[src/rtl/stopwatch_ctrl_pkg.sv]
// Shared definitions for the four-digit BCD stopwatch controller:
// FSM state encodings, BCD limits and the mod-10 increment helper.
package stopwatch_ctrl_pkg;

    typedef enum logic [1:0] {
        S_IDLE = 2'b00,
        S_RUN  = 2'b01,
        S_LAP  = 2'b10,
        S_STOP = 2'b11
    } state_t;

    localparam logic [3:0] BCD_MAX  = 4'd9;
    localparam logic [3:0] BCD_ZERO = 4'd0;

    // Any value at or above 9 rolls to 0, so a digit can never escape 0..9.
    function automatic logic [3:0] bcd_inc(input logic [3:0] d);
        return (d >= BCD_MAX) ? BCD_ZERO : d + 4'd1;
    endfunction

endpackage

[src/rtl/stopwatch_ctrl_bcd_digit.sv]
// One decimal counter digit with synchronous clear and a ripple enable-out
// so a chain of these forms a multi-digit BCD up-counter.
module bcd_digit
    import stopwatch_ctrl_pkg::*;
(
    input  logic       clock,
    input  logic       reset_,
    input  logic       clr,
    input  logic       ei,
    output logic [3:0] q3_q0,
    output logic       eu
);

    always_ff @(posedge clock or negedge reset_) begin
        if (!reset_) begin
            q3_q0 <= BCD_ZERO;
        end else if (clr) begin
            q3_q0 <= BCD_ZERO;
        end else if (ei) begin
            q3_q0 <= bcd_inc(q3_q0);
        end
    end

    // Combinational carry so the whole chain rolls over on a single edge.
    assign eu = ei & (q3_q0 == BCD_MAX);

endmodule

[src/rtl/stopwatch_ctrl.sv]
// Stopwatch sequencer: start/stop/lap/clear FSM, count prescaler, four-digit
// BCD chain, lap register and the display mux feeding the 7-segment path.
module stopwatch_ctrl
    import stopwatch_ctrl_pkg::*;
#(
    parameter int PRESCALE = 10
) (
    input  logic        clock,
    input  logic        reset_,
    input  logic        ss,
    input  logic        lr,
    output logic [15:0] disp,
    output logic        running,
    output logic        lap_on,
    output logic        ovf
);

    // state  | meaning
    // IDLE   | cleared, waiting for start
    // RUN    | counting, display shows live count
    // LAP    | counting, display frozen on lap register
    // STOP   | count held, start resumes, lap/clear returns to IDLE

    localparam int PW = $clog2(PRESCALE);
    localparam logic [PW-1:0] PRESC_MAX = PW'(PRESCALE - 1);

    state_t state;
    state_t state_nxt;
    logic   lap_load;
    logic   clr_all;
    logic   presc_clr;

    logic [PW-1:0] presc;
    logic          tick;
    logic [4:0]    en;
    logic [15:0]   count;
    logic [15:0]   lap_reg;

    always_ff @(posedge clock or negedge reset_) begin
        if (!reset_) begin
            state <= S_IDLE;
        end else begin
            state <= state_nxt;
        end
    end

    // ss is checked first in every state so a simultaneous lr is dropped.
    always_comb begin
        state_nxt = state;
        lap_load  = 1'b0;
        clr_all   = 1'b0;
        presc_clr = 1'b0;
        case (state)
            S_IDLE: begin
                if (ss) begin
                    state_nxt = S_RUN;
                    presc_clr = 1'b1;
                end
            end
            S_RUN: begin
                if (ss) begin
                    state_nxt = S_STOP;
                end else if (lr) begin
                    state_nxt = S_LAP;
                    lap_load  = 1'b1;
                end
            end
            S_LAP: begin
                if (ss) begin
                    state_nxt = S_STOP;
                end else if (lr) begin
                    state_nxt = S_RUN;
                end
            end
            S_STOP: begin
                if (ss) begin
                    state_nxt = S_RUN;
                    presc_clr = 1'b1;
                end else if (lr) begin
                    state_nxt = S_IDLE;
                    clr_all   = 1'b1;
                end
            end
            default: begin
                state_nxt = S_IDLE;
            end
        endcase
    end

    assign running = (state == S_RUN) || (state == S_LAP);
    assign lap_on  = (state == S_LAP);

    // Prescaler keeps its phase across RUN<->LAP; only a fresh start clears it.
    always_ff @(posedge clock or negedge reset_) begin
        if (!reset_) begin
            presc <= '0;
        end else if (presc_clr) begin
            presc <= '0;
        end else if (running) begin
            if (presc == PRESC_MAX) begin
                presc <= '0;
            end else begin
                presc <= presc + PW'(1);
            end
        end
    end

    assign tick  = running && (presc == PRESC_MAX);
    assign en[0] = tick;

    for (genvar k = 0; k < 4; k++) begin : g_digit
        bcd_digit u_digit (
            .clock  (clock),
            .reset_ (reset_),
            .clr    (clr_all),
            .ei     (en[k]),
            .q3_q0  (count[4*k +: 4]),
            .eu     (en[k+1])
        );
    end

    // en[4] is the carry out of digit 3: the 9999 -> 0000 edge.
    always_ff @(posedge clock or negedge reset_) begin
        if (!reset_) begin
            ovf <= 1'b0;
        end else if (clr_all) begin
            ovf <= 1'b0;
        end else if (en[4]) begin
            ovf <= 1'b1;
        end
    end

    always_ff @(posedge clock or negedge reset_) begin
        if (!reset_) begin
            lap_reg <= 16'h0000;
        end else if (clr_all) begin
            lap_reg <= 16'h0000;
        end else if (lap_load) begin
            lap_reg <= count;
        end
    end

    assign disp = lap_on ? lap_reg : count;

endmodule

[config.mk]
export PLATFORM = sky130hd
export DESIGN_NAME = stopwatch_ctrl
export DESIGN_NICKNAME = d
export VERILOG_FILES = /design/src/rtl/stopwatch_ctrl_pkg.sv /design/src/rtl/stopwatch_ctrl_bcd_digit.sv /design/src/rtl/stopwatch_ctrl.sv
export SDC_FILE = /design/constraint.sdc
export NUM_CORES = 1
export LEC_CHECK = 0
export ABC_AREA = 1
export BUFFER_PORTS_ARGS = -buffer_cell sky130_fd_sc_hd__buf_2
export CAP_MARGIN = 0
export CORE_MARGIN = 2
export CORE_UTILIZATION = 50
export CTS_CLUSTER_SIZE = 14
export DETAILED_ROUTE_END_ITERATION = 16
export PLACE_DENSITY = 0.68
export SLEW_MARGIN = 5
export SYNTH_ARGS = -nofsm -noshare
export SYNTH_HDL_FRONTEND = slang
export SYNTH_SLANG_ARGS = --single-unit
export TNS_END_PERCENT = 10
[constraint.sdc]
create_clock -name clock -period 4 [get_ports clock]
set_input_delay 0.2 -clock clock [delete_from_list [all_inputs] [get_ports clock]]
set_output_delay 0.2 -clock clock [all_outputs]
set_load 0.05 [all_outputs]
== Word level (Yosys, flattened, before mapping) ==
Cells that the tools add are included.
Word-level totals
  output and inout bits: 19
  flip-flop bits (word level): 39
  input port bits: 4
  word-level logic and storage cells: 79
Cells by class
  muxes and demuxes: 34
  bitwise gates (word level): 4
  equality and inequality tests: 12
  reduce and logical (&&, ||, !) cells: 12
  magnitude comparators: 4
  $add $sub $neg: 5
Operator list (count)
  $mux 4: 15
  $mux 16: 3
  $add 4x1->4 const B: 5
  $eq 4x4->1 const B: 5
  $ge 4x4->1 const B: 4
  $mux 2: 7
  $reduce_bool 2->1: 7
  $ne 3x3->1 const B: 3
  $mux 1: 8
  $pmux 2 s4: 1
  $and 1x1->1: 4
  $eq 2x2->1 const B: 2
  $reduce_and 4->1: 1
  $eq 2x1->1 const B: 1
  $logic_not 2->1: 1
  $ne 2x2->1 const B: 1
  $reduce_or 2->1: 1
  $logic_and 1x1->1: 1
  $logic_or 1x1->1: 1

== Depth between registers and ports, before layout ==
Gate-level depths: netlist (run 1).
  word-level depth: 9
  mapped depth: 9
  depth with buffers taken out: 9

== Cells and area by module ==
Synthesis (run 1) repeated with hierarchy kept, for this count alone.
Second synthesis, totals
  cells, all modules: 320
  area total of the unflattened synthesis: 2363.5 µm²
By module, submodules not included
  stopwatch_ctrl: area each 1310.0 µm², seq. area each 575.6 µm², instances 1, cells an instance 185
  bcd_digit (g_digit[1].u_digit ...): area each 265.3 µm², seq. area each 100.1 µm², instances 3, cells an instance 34
  bcd_digit (g_digit[0].u_digit): area each 257.7 µm², seq. area each 100.1 µm², instances 1, cells an instance 33

== Worst setup path before layout (run 1) ==
Ideal clock, no wire load.
  kind: reg2out
  start: reg state[0]
  end: out disp[0]
  data arrival time: 2.087 ns
  data required time: 3.800 ns
  buffers on the path: 2
  stages on the path, launching flop included: 7
  path slack: 1.713 ns
  cell sequence: dfrtp_1 > inv_1 > ha_1 > clkbuf_1 > clkbuf_1 > nand2_1 > o21ai_1
On the way
  cells in the longest elaborated chain, start to end: 2
RTL lines
  start, declared: RTL line stopwatch_ctrl.sv:27  | state_t state;
  start signal, assigned: RTL line stopwatch_ctrl.sv:43  | state <= state_nxt;
  $eq 2x2->1: RTL line stopwatch_ctrl.sv:91  | assign lap_on = (state == S_LAP);
  via lap_on: RTL line stopwatch_ctrl.sv:14  | output logic lap_on,
  $mux 16: RTL line stopwatch_ctrl.sv:143  | assign disp = lap_on ? lap_reg : count;
  end, declared: RTL line stopwatch_ctrl.sv:12  | output logic [15:0] disp,
The timed path passes the listed nets, and every way through them passes these cells.

== Worst setup path after layout (run 1) ==
  start: reg state[0]
  end: out disp[7]
On the way
  cells in the longest elaborated chain, start to end: 2
RTL lines (RTL line)
  $eq 2x2->1: stopwatch_ctrl.sv:91
  $mux 16: stopwatch_ctrl.sv:143
Every way passes these cells.

==> flow_summary.yaml, run 1 <==
floorplanning:
  pin_count: 23
  coreArea_sq_um: 4690
  die-area_sq_um: 5390
  die_w_microns: 73.4
  placementRows: 25
  initial_core_util_pct: 51.3
  die_h_microns: 73.4
drt:
  wl_microns: 4660
  dr.pass1.iters: 4
  detail-route-antenna-nets: 0
  drt_iter0_markers: 119
  viasPerCell: 5.29
  num_vias: 1877
  drc: 0
  post_drt_wl_per_cell_microns: 13.1
setup_path:
  required_ns: 3.80
  crit_chain: "inv_1 > ha_1 > nand2_1 > o21ai_1 > buf_2"
  cp.arrival_ns: 2.38
  max_stage_delay_ns: 0.97
  rrSetupSlack_ns: 1.80
  path_class: "reg2out"
  end_kind: "primary output"
  critPathMaxFanout: 35
  cp-start-kind: "register"
  timing.rr.start: "state[0]"
  critPathSlowestCell: "ha_1"
  rr_worst_depth: 7
  r2r_end: "state[0]"
synth:
  avgSynthCellArea_sq_um: 8.60
  syn_area_sq_um: 2410
  synth_cell_types: 30
  ys_seq_elements: 39
  syn-num-nets: 303
  yosysSeqAreaShare_pct: 40.5
  yosysWarnings: 0
  syn_inst: 280
cells_and_area:
  antenna_cells: 0
  area_growth_pct: 9.41
  finalInstanceArea_sq_um: 2630
  final_cell_mix: "68 x nand2_1, 39 x dfrtp_1, 30 x o21ai_1, 23 x inv_1, 23 x nand3_1"
  drive_gt1_share_pct: 20.6
  final_common_cell: "nand2_1"
  layout.nets: 323
timing:
  max_slew_margin_pct: 20.8
  finalCriticalPeriod_ns: 2.58
  setup-violations-final: 0
  rsz0062_at_grt: "no"
  fin_crit_sh_pct: 64.5
  max_freq_mhz: 388
  worst_slew_pin_slew_ns: 1.19
  hold_violations: 0
  finalMaxSlewViolations: 0
  fin_skew_ns: 0.00270
  tns_ns: 0
power:
  p_per_area_nw_per_um2: 623
  p_leak_nw: 1.34
  ir_worst_vdd_v: 0.000444
  power_mw: 1.64
clock_network:
  cts_max_path_buffers: 2
  hold_buffers: 0
  clock-sinks: 39
  cts_tree: "yes"
  cts_setup_buffers: 0
  worstSkewPairLatency_ns: 0.29
  numCtsBuffers: 5
  post_cts_resized: 0
  cts_root_buffer: "clkbuf_8"
  cts.reportedPaths.clkPinSlew_ns: 0.07
  cts_max_level: 2
global_route:
  grt_pass1_wl_microns: 7980
  grt.total_usage_pct: 19.1
  overflow: 0
  grt_pass1_vias: 1796
  antenna_found_initial: 0
  grt_start_max_net_pins: 40
placement:
  placed_area_sq_um: 2530
  port_buffers: 22
  hpwl_microns: 3270
  globalplace.congestion: 0.848
flow_run:
  maxCapViolCount: 0
status:
  outcome: "finished, final reports clean"
worst_hold_path:
  hp-class: "in2async"
-- critical path: cells and delay by family (launching register included) --
family,cells,cell delay (ns)
flip-flops,1,0.42
AO/OA/AOI/OAI,1,0.16
adder cells (fa/ha/maj),1,0.97
buffers and inverters,2,0.43
AND/OR/NAND/NOR,1,0.10
-- final cells by class --
class,count,area [sq um]
Inverter,35,134
Clock buffer,8,100
Multi-Input combinational cell,197,1250
Fill cell,417,2060
Sequential cell,39,976
Tap cell,54,67.6
Timing Repair Buffer,22,110
-- logic make-up after synthesis --
kind of cell	Yosys count	synth area share, %
compound gates	53	15.2
xor+xnor	8	2.91
fa+ha+maj	19	9.88
buf+inv	44	7.69
flops	39	40.5
simple gates	117	23.8
-- metal layers --
metal | part of all wire [%] | GRT usage [%] | vias to the layer above | routed length (microns)
met1 | 50 | 25.9 | 873 | 2350
met2 | 46 | 30.1 | 31 | 2140
met4 | 1.3 | 8.69 | 0 | 62
li1 | - | - | 968 | -
met5 | 0 | 0 | - | 0
met3 | 2.2 | 2.88 | 5 | 102
-- metrics by stage --
step	worst slack [ns]	instances	hold slack (ns)	utilization, %
global route	1.20	355	0.0905	56.1
CTS	1.42	355	0.0469	56.1
detailed placement	1.76	347	0.367	54.0
global placement	1.77	347	0.362	54.0
finish	1.42	355	0.0211	56.1
floorplan	1.71	280	-0.0956	-
-- cell usage after synthesis (all sizes together) --
library cell	n	area share [%]
inv	34	5.4
o22ai	2	0.52
o21bai	1	0.31
ha	19	9.9
o21ai	32	6.7
xor2	6	2.2
xnor2	2	0.73
nand3	25	5.6
a21oi	4	0.83
nor2	10	2.9
dfrtp	39	41
clkbuf	5	0.78
nor3	4	1.5
o31ai	14	6.9
buf	4	1.4
nand2	70	11
clkinv	1	0.16
nand4	8	2.7
-- report_power, final --
part           switching (mW)  internal (mW)  total (mW)
sequential             0.0856          0.488       0.574
clock                   0.138          0.158       0.295
combinational           0.564          0.209       0.773
-- worst max path at each step --
stage / depth (start not counted) / endpoint / from / slack, ns
after global placement: 5 / disp[7] / state[0] / 1.77
after detailed placement: 5 / disp[6] / state[0] / 1.76
after global routing: 5 / disp[6] / state[0] / 1.20
final: 5 / disp[7] / state[0] / 1.42
after floorplan: 6 / disp[0] / state[0] / 1.71
after CTS: 5 / disp[6] / state[0] / 1.42
Power figures use the tool's default switching activity.
==> run 2, diff against run 1 <==
Clock period 4 ns to 2.4 ns, I/O delays scaled along.
==> run 2 against run 1 <==
Effect of this change: total power rose by 72%; global-route usage fell by 0.80 points; die area did not move; cell area rose by 1.9%; via count fell by 0.96%; combinational power rose by 68%; register-to-register slack got worse by 1.1 ns; worst hold slack improved by 0.13 ns; first-iteration DRC count fell by 32%; flip-flop and latch count did not move; routed wire length fell by 4.6%; sequential power rose by 66%.
==> flow_summary.yaml, run 2 (synthesis gave the netlist of run 1 again) <==
setup_path:
  cp.depth: 6
  endpoint: "disp[8]"
  rrSetupSlack_ns: 0.68
  critPathMaxFanout: 35
  path_buf_inv: 3
  cp-start-kind: "register"
  cp.arrival_ns: 1.78
  r2r_end: "g_digit[2].u_digit.q3_q0[3]"
  max_stage_delay_ns: 0.42
  cpLargestDelayFamily: "buffers and inverters"
  end_kind: "primary output"
  timing.rr.start: "state[1]"
  required_ns: 2.28
  path_class: "reg2out"
  critPathSlowestCell: "dfrtp_1"
  worstSetupStartpoint: "state[0]"
  crit_chain: "inv_1 > ha_1 > buf_4 > nand2_1 > o21ai_1 > buf_2"
  rr_worst_depth: 7
floorplanning:
  coreArea_sq_um: 4690
  placementRows: 25
  die_h_microns: 73.4
  initial_core_util_pct: 51.3
  pin_count: 23
  die-area_sq_um: 5390
  die_w_microns: 73.4
clock_network:
  cts_root_buffer: "clkbuf_8"
  clock-sinks: 39
  worstSkewPairLatency_ns: 0.29
  cts_max_path_buffers: 2
  cts_setup_buffers: 0
  hold_buffers: 1
  cts_tree: "yes"
  numCtsBuffers: 5
  cts_max_level: 2
  cts.reportedPaths.clkPinSlew_ns: 0.07
  post_cts_resized: 0
timing:
  rsz0062_at_grt: "no"
  setup-violations-final: 0
  hold_ws_ns: 0.152
  max_freq_mhz: 527
  fin_crit_sh_pct: 79.1
  tns_ns: 0
  finalMaxSlewViolations: 0
  fin_skew_ns: 0.00353
  worst_slew_pin_slew_ns: 0.875
  hold_violations: 0
  max_slew_margin_pct: 41.7
  finalCriticalPeriod_ns: 1.90
drt:
  wl_microns: 4440
  post_drt_wl_per_cell_microns: 12.4
  viasPerCell: 5.18
  detail-route-antenna-nets: 0
  num_vias: 1859
  drc: 0
  dr.pass1.iters: 4
  drt_iter0_markers: 81
global_route:
  grt_pass1_vias: 1628
  antenna_found_initial: 0
  grt_start_max_net_pins: 40
  overflow: 0
  grt_pass1_wl_microns: 7560
  grtUsageMet3_pct: 4.12
  grt-busiest-layer: "met2"
  grtUsageMet1_pct: 25.5
  grtUsageMet2_pct: 28.2
  grt.total_usage_pct: 18.3
power:
  swShare_pct: 46.2
  p_per_area_nw_per_um2: 1050
  p_leak_nw: 1.36
  seqPwrFrac_pct: 33.7
  power.switching_mw: 1.30
  power_frac_comb_pct: 46.2
  power_frac_clock_pct: 20.1
  p_int_mw: 1.52
  ir_worst_vdd_v: 0.000674
cells_and_area:
  area_growth_pct: 11.5
  layout.nets: 327
  nFillCells: 443
  final_cell_mix: "68 x nand2_1, 39 x dfrtp_1, 30 x o21ai_1, 23 x inv_1, 23 x nand3_1"
  antenna_cells: 0
  final_common_cell: "nand2_1"
  drive_gt1_share_pct: 21.6
worst_hold_path:
  hp-class: "in2reg"
placement:
  globalplace.congestion: 0.843
  hpwl_microns: 3120
  port_buffers: 22
status:
  outcome: "finished, final reports clean"
flow_run:
  maxCapViolCount: 0
[run 2: worst reg2reg max path: cells and delay by family (launching register included)]
kind          cells  cell delay, ns
simple gates      4            0.61
flops             1            0.41
fa+ha+maj         1            0.39
buf+inv           2            0.21
[run 2: layout make-up]
cell class	count	area (sq um)	share of cell area [%]
multi-input cells	197	1250	46.4
well taps	54	67.6	2.52
clock buffers	6	82.6	3.08
clock inverters	2	35.0	1.31
flip-flops and latches	39	976	36.4
inverters	35	134	4.99
repair buffers	26	143	5.31
[run 2: layer usage]
metal | routed length [microns] | part of all wire, %
met5 | 0 | 0
met3 | 106 | 2.4
met1 | 2270 | 51
met4 | 67 | 1.5
met2 | 2000 | 45
[run 2: worst min-delay path by stage]
stage	start	end	slack, ns	depth (start not counted)
2_1_floorplan	reset_	g_digit[0].u_digit.q3_q0[0]	-0.18	0
3_3_place_gp	reset_	lap_reg[13]	0.29	1
3_5_place_dp	reset_	lap_reg[12]	0.29	1
4_1_cts	ss	state[0]	0.14	3
5_1_grt	ss	presc[0]	0.20	4
6_report	ss	state[0]	0.15	3
[run 2: stage by stage]
stage	total power, mW	instance area (sq um)	cells	worst slack, ns	utilization (%)
6_report	2.82	2680	359	0.501	57.2
5_1_grt	3.03	2680	359	0.323	57.2
4_1_cts	2.84	2680	359	0.489	57.2
3_5_place_dp	2.27	2560	350	0.700	54.5
3_3_place_gp	2.26	2560	350	0.752	54.5
2_1_floorplan	2.01	2410	280	0.193	-
[run 2: power by group through the flow]
stage / sequential (mW) / combinational [mW] / clock, mW
after CTS: 0.950 / 1.31 / 0.577
after detailed placement: 0.960 / 1.31 / 0
after global routing: 0.973 / 1.45 / 0.607
final: 0.951 / 1.30 / 0.565
after global placement: 0.955 / 1.30 / 0
after floorplan: 0.952 / 1.06 / 0
==> run 3, diff against run 2 <==
Clock period 2.4 ns to 1.76 ns, I/O delays scaled along.
==> run 3 against run 2 <==
Effect of this change: total power grew 47%; final cell count grew 1.4%; utilization grew 5.5 points; clock power grew 19%; worst hold slack lost 0.044 ns; global-route usage grew 2.4 points; combinational power grew 66%; clock skew shrank 0.0012 ns; cell area grew 9.7%; die area is the same; routed wire length grew 12%.
==> flow_summary.yaml, run 3 (synthesis gave the netlist of run 1 again) <==
setup_path:
  required_ns: 1.95
  worstSetupStartpoint: "state[0]"
  path_class: "reg2reg"
  cp.arrival_ns: 1.87
  r2r_end: "g_digit[2].u_digit.q3_q0[2]"
  critPathMaxFanout: 7
  rrSetupSlack_ns: 0.08
  rr_worst_depth: 7
  cp-start-kind: "register"
  end_kind: "register"
  timing.rr.start: "state[0]"
global_route:
  antenna_found_initial: 0
  grt_pass1_vias: 1875
  grt.total_usage_pct: 20.7
  grt_pass1_wl_microns: 8540
  grt_start_max_net_pins: 40
  overflow: 0
drt:
  drc: 0
  drt_iter0_markers: 102
  dr.pass1.iters: 4
  viasPerCell: 5.36
  wl_microns: 4970
  num_vias: 1951
  detail-route-antenna-nets: 0
  post_drt_wl_per_cell_microns: 13.7
worst_hold_path:
  hold_depth: 3
  min_to: "state[0]"
  min-delay-start: "ss"
  hp-class: "in2reg"
placement:
  port_buffers: 22
  globalplace.congestion: 0.799
  placed_area_sq_um: 2690
  hpwl_microns: 3390
timing:
  max_freq_mhz: 596
  max_slew_margin_pct: 60.9
  hold_ws_ns: 0.108
  setup-violations-final: 0
  worst_slew_pin_slew_ns: 0.585
  fin_crit_sh_pct: 95.4
  hold_violations: 0
  fin_skew_ns: 0.00234
  rsz0062_at_grt: "yes"
  finalCriticalPeriod_ns: 1.68
  finalMaxSlewViolations: 0
cells_and_area:
  drive_gt1_share_pct: 30.6
  final_common_cell: "nand2_1"
  area_growth_pct: 22.2
  antenna_cells: 0
  nFillCells: 397
  layout.nets: 332
  finalInstanceArea_sq_um: 2940
  final_cell_mix: "67 x nand2_1, 38 x dfrtp_1, 23 x nand3_1, 20 x inv_1"
floorplanning:
  coreArea_sq_um: 4690
  placementRows: 25
  die_w_microns: 73.4
  die_h_microns: 73.4
  die-area_sq_um: 5390
  pin_count: 23
  initial_core_util_pct: 51.3
clock_network:
  cts.reportedPaths.clkPinSlew_ns: 0.07
  cts_max_level: 2
  worstSkewPairLatency_ns: 0.29
  clock-sinks: 39
  numCtsBuffers: 5
  cts_max_path_buffers: 2
  cts_root_buffer: "clkbuf_8"
  cts_tree: "yes"
power:
  p_leak_nw: 1.43
  p_per_area_nw_per_um2: 1410
  ir_worst_vdd_v: 0.000823
flow_run:
  maxCapViolCount: 0
status:
  outcome: "finished, final reports clean"
## run 3: changes by cell type in the layout (fill, tap and decap cells not counted), moves of 3 or more
| cell | before | now |
|---|---|---|
| inv_2 | 10 | 13 |
| o21ai_1 | 30 | 14 |
| o21ai_2 | 0 | 16 |
| buf_12 | 0 | 3 |
| buf_6 | 0 | 17 |
| buf_2 | 22 | 6 |
| inv_1 | 23 | 20 |
## run 3: final cells by class
type,count,area [sq um],area share [%]
inverters,35,134,4.55
clock buffers,8,100,3.40
flip-flops and latches,39,977,33.2
multi-input cells,198,1350,45.9
well taps,54,67.6,2.30
repair buffers,30,314,10.7
## run 3: critical path: stages, from the launching register on
cell,delay [ns]
dfrtp_1,0.42
inv_2,0.08
ha_4,0.29
nand4_4,0.14
nor3_4,0.38
inv_2,0.10
nand3_1,0.09
nand2_1,0.06
## run 3: report_power, final
part	internal, mW	switching [mW]
sequential	1.11	0.200
clock	0.358	0.312
combinational	0.753	1.41
total	2.22	1.92
## run 3: worst max-delay path by stage
| stage | endpoint | cells after the start |
|---|---|---|
| after floorplan | g_digit[2].u_digit.q3_q0[2] | 7 |
| after global placement | lap_reg[10] | 7 |
| after detailed placement | lap_reg[0] | 7 |
| after CTS | g_digit[2].u_digit.q3_q0[2] | 7 |
| after global routing | g_digit[2].u_digit.q3_q0[2] | 7 |
| final | g_digit[2].u_digit.q3_q0[2] | 7 |
## run 3: repair_timing
item                                   in CTS  in global routing
cloned                                      1                  0
pin swaps                                   1                  3
setup endpoints to repair                  39                 30
hold buffers                                1                  0
resized for setup                          19                 23
buffers inserted                            0                  1
endpoints found under the hold margin      39                  0
## run 3: metal layers
metal / up-vias / global-route usage [%] / routed length (microns)
li1: 997 / - / -
met2: 17 / 33.8 / 2350
met3: 8 / 3.84 / 101
met5: - / 0 / 0
met1: 929 / 27.3 / 2450
met4: 0 / 8.08 / 76
## run 3: stage by stage
step / instances / worst slack, ns / util [%] / TNS, ns / power (mW)
after floorplan: 280 / -0.0172 / - / -0.124 / 2.84
after global placement: 353 / -0.0246 / 57.4 / -0.301 / 3.24
after detailed placement: 353 / -0.132 / 57.4 / -1.78 / 3.29
after CTS: 363 / -0.0137 / 60.9 / -0.0151 / 4.04
after global routing: 364 / -0.00888 / 62.7 / -0.0188 / 4.43
final: 364 / 0.0818 / 62.7 / 0 / 4.14
